===== src/rtl/hazard_unit_pkg.sv =====
// Shared constants, stage-record type and the saturating tnew decrement used
// by the hazard controller of the 5-stage MIPS core.
// The MDU opcode constants exist only when HAZ_MDU_EN is defined.
package hazard_unit_pkg;

   // tuse at or above this value means the operand is not read
   localparam logic [2:0] TUSE_NONE = 3'd3;

   // forwarding select encodings
   localparam logic [1:0] FWD_RF = 2'd0;
   localparam logic [1:0] FWD_E  = 2'd1;
   localparam logic [1:0] FWD_M  = 2'd2;
   localparam logic [1:0] FWD_W  = 2'd3;

`ifdef HAZ_MDU_EN
   // multiply/divide unit opcode classes
   localparam logic [1:0] MD_NONE = 2'd0;
   localparam logic [1:0] MD_MULT = 2'd1;
   localparam logic [1:0] MD_DIV  = 2'd2;
   localparam logic [1:0] MD_HILO = 2'd3;
`endif

   // shadow record kept for each of E/M/W
   typedef struct packed {
      logic [4:0] wa;
      logic [1:0] tnew;
   } stage_rec_t;

   // decrement by one, floored at zero
   function automatic logic [1:0] sat_dec(input logic [1:0] t);
      return (t == 2'd0) ? 2'd0 : (t - 2'd1);
   endfunction

endpackage


===== src/rtl/hazard_unit_hz_stage_rec.sv =====
// One pipeline-stage shadow record {wa,tnew}. Clearing loads a bubble.
// With DEC_IN set the incoming record is aged by one stage (sat_dec on tnew)
// as it is captured, so the downstream stage sees the decremented value.
module hz_stage_rec
   import hazard_unit_pkg::*;
#(
   parameter bit DEC_IN = 1'b0
)(
   input  logic       clk,
   input  logic       rst,
   input  logic       clr_i,
   input  stage_rec_t rec_i,
   output stage_rec_t rec_o
);

   stage_rec_t rec_d;
   stage_rec_t rec_q;

   // Next record: bubble on clear, otherwise the (optionally aged) upstream record
   always_comb begin
      rec_d = rec_i;
      if (clr_i) begin
         rec_d = '{wa: 5'd0, tnew: 2'd0};
      end else if (DEC_IN) begin
         rec_d.tnew = sat_dec(rec_i.tnew);
      end else begin
         rec_d = rec_i;
      end
   end

   // Record storage, cleared asynchronously
   always_ff @(posedge clk or posedge rst) begin
      if (rst) begin
         rec_q <= '{wa: 5'd0, tnew: 2'd0};
      end else begin
         rec_q <= rec_d;
      end
   end

   assign rec_o = rec_q;

endmodule


===== config.mk =====
export PLATFORM = sky130hd
export DESIGN_NAME = hz_stage_rec
export DESIGN_NICKNAME = d
export VERILOG_FILES = /design/src/rtl/hazard_unit_pkg.sv /design/src/rtl/hazard_unit_hz_stage_rec.sv
export SDC_FILE = /design/constraint.sdc
export NUM_CORES = 1
export LEC_CHECK = 0
export BUFFER_PORTS_ARGS = -buffer_cell sky130_fd_sc_hd__buf_2
export CAP_MARGIN = 20
export CELL_PAD_IN_SITES_DETAIL_PLACEMENT = 1
export CELL_PAD_IN_SITES_GLOBAL_PLACEMENT = 1
export CORE_AREA = 3 3 40 42
export DETAILED_ROUTE_END_ITERATION = 6
export DIE_AREA = 0 0 43 45
export GPL_ROUTABILITY_DRIVEN = 0
export PLACE_DENSITY_LB_ADDON = 0.1
export SLEW_MARGIN = 20
export SYNTH_ARGS = -nofsm -noshare
export SYNTH_HDL_FRONTEND = slang
export SYNTH_SLANG_ARGS = --single-unit

===== constraint.sdc =====
create_clock -name clk -period 0.8 [get_ports clk]
set_input_delay 0.04 -clock clk [delete_from_list [all_inputs] [get_ports clk]]
set_output_delay 0.04 -clock clk [all_outputs]
set_load 0.05 [all_outputs]

Word-level counts from Yosys, hierarchy flattened
Index checks and enable logic that the tools add are counted.
- mux-type cells: 1
- operators by type and width (operator ; number):
    $mux 7 ; 1
- flip-flop bits (word level): 7
- input bits: 10
- output and inout bits: 7
- word-level logic and storage cells: 3

Logic depth before layout (Yosys ltp)
- depth in word-level cells: 1
- gate-level depth with buffers: 1
- depth with buffers taken out: 1

Least setup slack after synthesis
No wires, ideal clock.
- path type: reg2out
- from: reg rec_q, in the netlist rec_o[0]
- to: out rec_o[0] (netlist name)
- arrival time: 586 ps
- required time: 760 ps
- path slack: 174 ps
- stages on the path, launching flop included: 1
- buffers on the path: 0
- cells stage by stage: dfrtp_1
- RTL lines (what ; line ; text):
    start: declaration ; hazard_unit_hz_stage_rec.sv:17 ; stage_rec_t rec_q;
    start signal: assignment ; hazard_unit_hz_stage_rec.sv:34 ; rec_q <= '{wa: 5'd0, tnew: 2'd0};
    start signal: assignment ; hazard_unit_hz_stage_rec.sv:36 ; rec_q <= rec_d;
    end: declaration ; hazard_unit_hz_stage_rec.sv:13 ; output stage_rec_t rec_o
No word-level cell between the ends.

Final worst setup path
- from: reg rec_q, in the netlist rec_o[4]
- to: out rec_o[4] (netlist name)
No word-level cell between the ends.

==> impl_metrics.yaml <==
routing:
  drc_errors: 0
  dr.pass1.iters: 3
  num_vias: 178
  wl_per_cell_um: 9.69
  antenna_left: 0
  drt-total-wl_um: 523
  via_per_inst: 3.30
  drtIter0Drc: 4
logic_synthesis:
  synth_async_sr_flop_share_pct: 100
  yosysTopAreaCellShare_pct: 78.7
  synth_edf_count: 0
  netlist_instances: 15
  yosysTopAreaCell: "dfrtp_1"
  syn_nets: 25
  yosysSeqAreaShare_pct: 78.7
  yosysWarnings: 0
  synth_cell_types: 3
  syn_area_per_cell_um2: 14.8
  ys_ff_latch: 7
  synth_area_um2: 223
  yosys-top-cells-count: "7 x dfrtp_1, 7 x nor2b_1, 1 x inv_1"
  synth_flop_cell: "dfrtp_1"
  synth.area.top_cells: "dfrtp_1 79%, nor2b_1 20%, inv_1 1.7%"
cts:
  ctsHtreeMaxLevel: 1
  tritoncts: "built"
  cts_sinks: 7
  numCtsBuffers: 3
  cts_root_buf: "clkbuf_4"
  clk_pin_slew_ns: 0.06
  cts_max_path_buffers: 2
sta:
  finalHoldViolCount: 0
  setup_violations: 7
  finalCritPeriodShare_pct: 102
  timing.final.ws_setup_ns: -0.0140
  worst_pin_slew_ns: 0.266
  max-slew-margin-rel_pct: 82.2
  rsz0062_at_grt: "yes"
  period_needed_ns: 0.814
  slew_violations: 0
  max_freq_mhz: 1230
global_routing:
  antenna_found_initial: 0
  track_usage_pct: 7.21
  grt_pass1_vias: 194
  overflow: 0
  grt_pass1_wl_um: 855
  grt_max_degree: 8
cells_and_area:
  fin_util_pct: 33.6
  drive_gt1_share_pct: 48.7
  nets: 50
  syn_to_final_growth_pct: 93.8
  antenna_cells: 0
  seqCellArea_um2: 175
  largest_reg_flops: 7
  fillers: 147
  multi_input_area_um2: 43.8
placed_design:
  hpwl_um: 374
  numPortBuffers: 16
  place_ws_ns: 0.203
floorplan:
  dieWidth_um: 43
  die_y_um: 45
  initial_core_util_pct: 17.3
  coreArea_mm2: 0.00128
  rows: 13
  io-pin-count: 17
  die_area_mm2: 0.00194
worst_setup_path:
  crit_chain: "buf_6"
  timing.critical_path.buf_inv: 1
  crit_type: "flop to output port"
  crit_family: "flip-flops"
  arrival_ns: 0.77
  cp_max_fo: 1
  slowest_stage: "dfrtp_1"
  max_stage_delay_ns: 0.37
  critPathLaunchType: "flop"
  worstPathRequired_ns: 0.76
  cp-end-kind: "output port"
pwr:
  netSwitchingFraction_pct: 27.0
  ir_worst_vdd_mv: 0.562
  power_frac_comb_pct: 19.0
  intPower_uw: 634
  clkPwrFrac_pct: 37.3
  p_leak_nw: 0.221
  p_sw_uw: 235
  cellPowerDensity_mw_per_mm2: 2010
  p_seq_share_pct: 43.7
run_status:
  status: "complete, but fails checks"
  violations: "negative setup slack"
run:
  maxCapViolations: 0
worst_hold_path:
  hold_path_class: "primary input to flop"
[timing repair]
item                       CTS  global route
hold buffers                 3             1
hold endpoints to repair     9             1
resized for setup           14             0
setup endpoints to repair    7             7
buffers inserted             0             0
[cell type report]
class,instances,share of cell area (%)
clock buffers,4,6.09
repair buffers,20,38.0
well taps,15,4.35
flip-flops and latches,7,40.6
multi-input cells,7,10.1
inverters,1,0.870
[power by group through the flow]
stage	clock [mW]	sequential, mW	combinational [mW]
after floorplan	0	0.449	0.0176
after global placement	0	0.381	0.129
after detailed placement	0	0.382	0.130
after CTS	0.343	0.380	0.164
after global routing	0.369	0.381	0.176
final	0.324	0.380	0.165
[cells by family (layout without fill, tap and decap cells)]
| logic type | after synthesis | after routing | share of synthesized area [%] |
|---|---|---|---|
| and+or+nand+nor | 7 | 7 | 19.7 |
| buffers and inverters | 1 | 25 | 1.68 |
| DFF | 7 | 7 | 78.7 |
[cells in the final DEF, fill, tap and decap left out]
cell and n:
clkbuf_1 1, clkbuf_4 3, dfrtp_1 7, buf_6 7
dlygate4sd3_1 4, buf_2 9, inv_1 1, nor2b_1 7
[metal layers]
layer	GRT usage (%)	routed length (µm)
met5	0	0
met4	10.8	5
met3	3.59	43
met2	10.2	273
met1	6.14	200
[metrics by stage]
stage          hold WS [ns]  power, mW  std cells  setup TNS [ns]  instance area (µm²)
4_1_cts            0.000663      0.887         53          -0.167                  422
2_1_floorplan        -0.157      0.466         15               0                  223
5_1_grt            0.000620      0.927         54          -0.325                  432
3_5_place_dp        -0.0147      0.512         46               0                  322
6_report            0.00493      0.869         54         -0.0649                  432
3_3_place_gp        -0.0264      0.510         46               0                  322
[path summary, 6_finish.rpt]
| check | depth (start not counted) | startpoint | endpoint |
|---|---|---|---|
| min in group asynchronous | 3 | rst | rec_o[0] |
| max in group asynchronous | 3 | rst | rec_o[6] |
| worst max-delay path | 1 | rec_o[4] | rec_o[4] |
| worst min-delay path | 2 | rec_i[3] | rec_o[3] |
No activity file was read; power rests on OpenSTA's default activity.
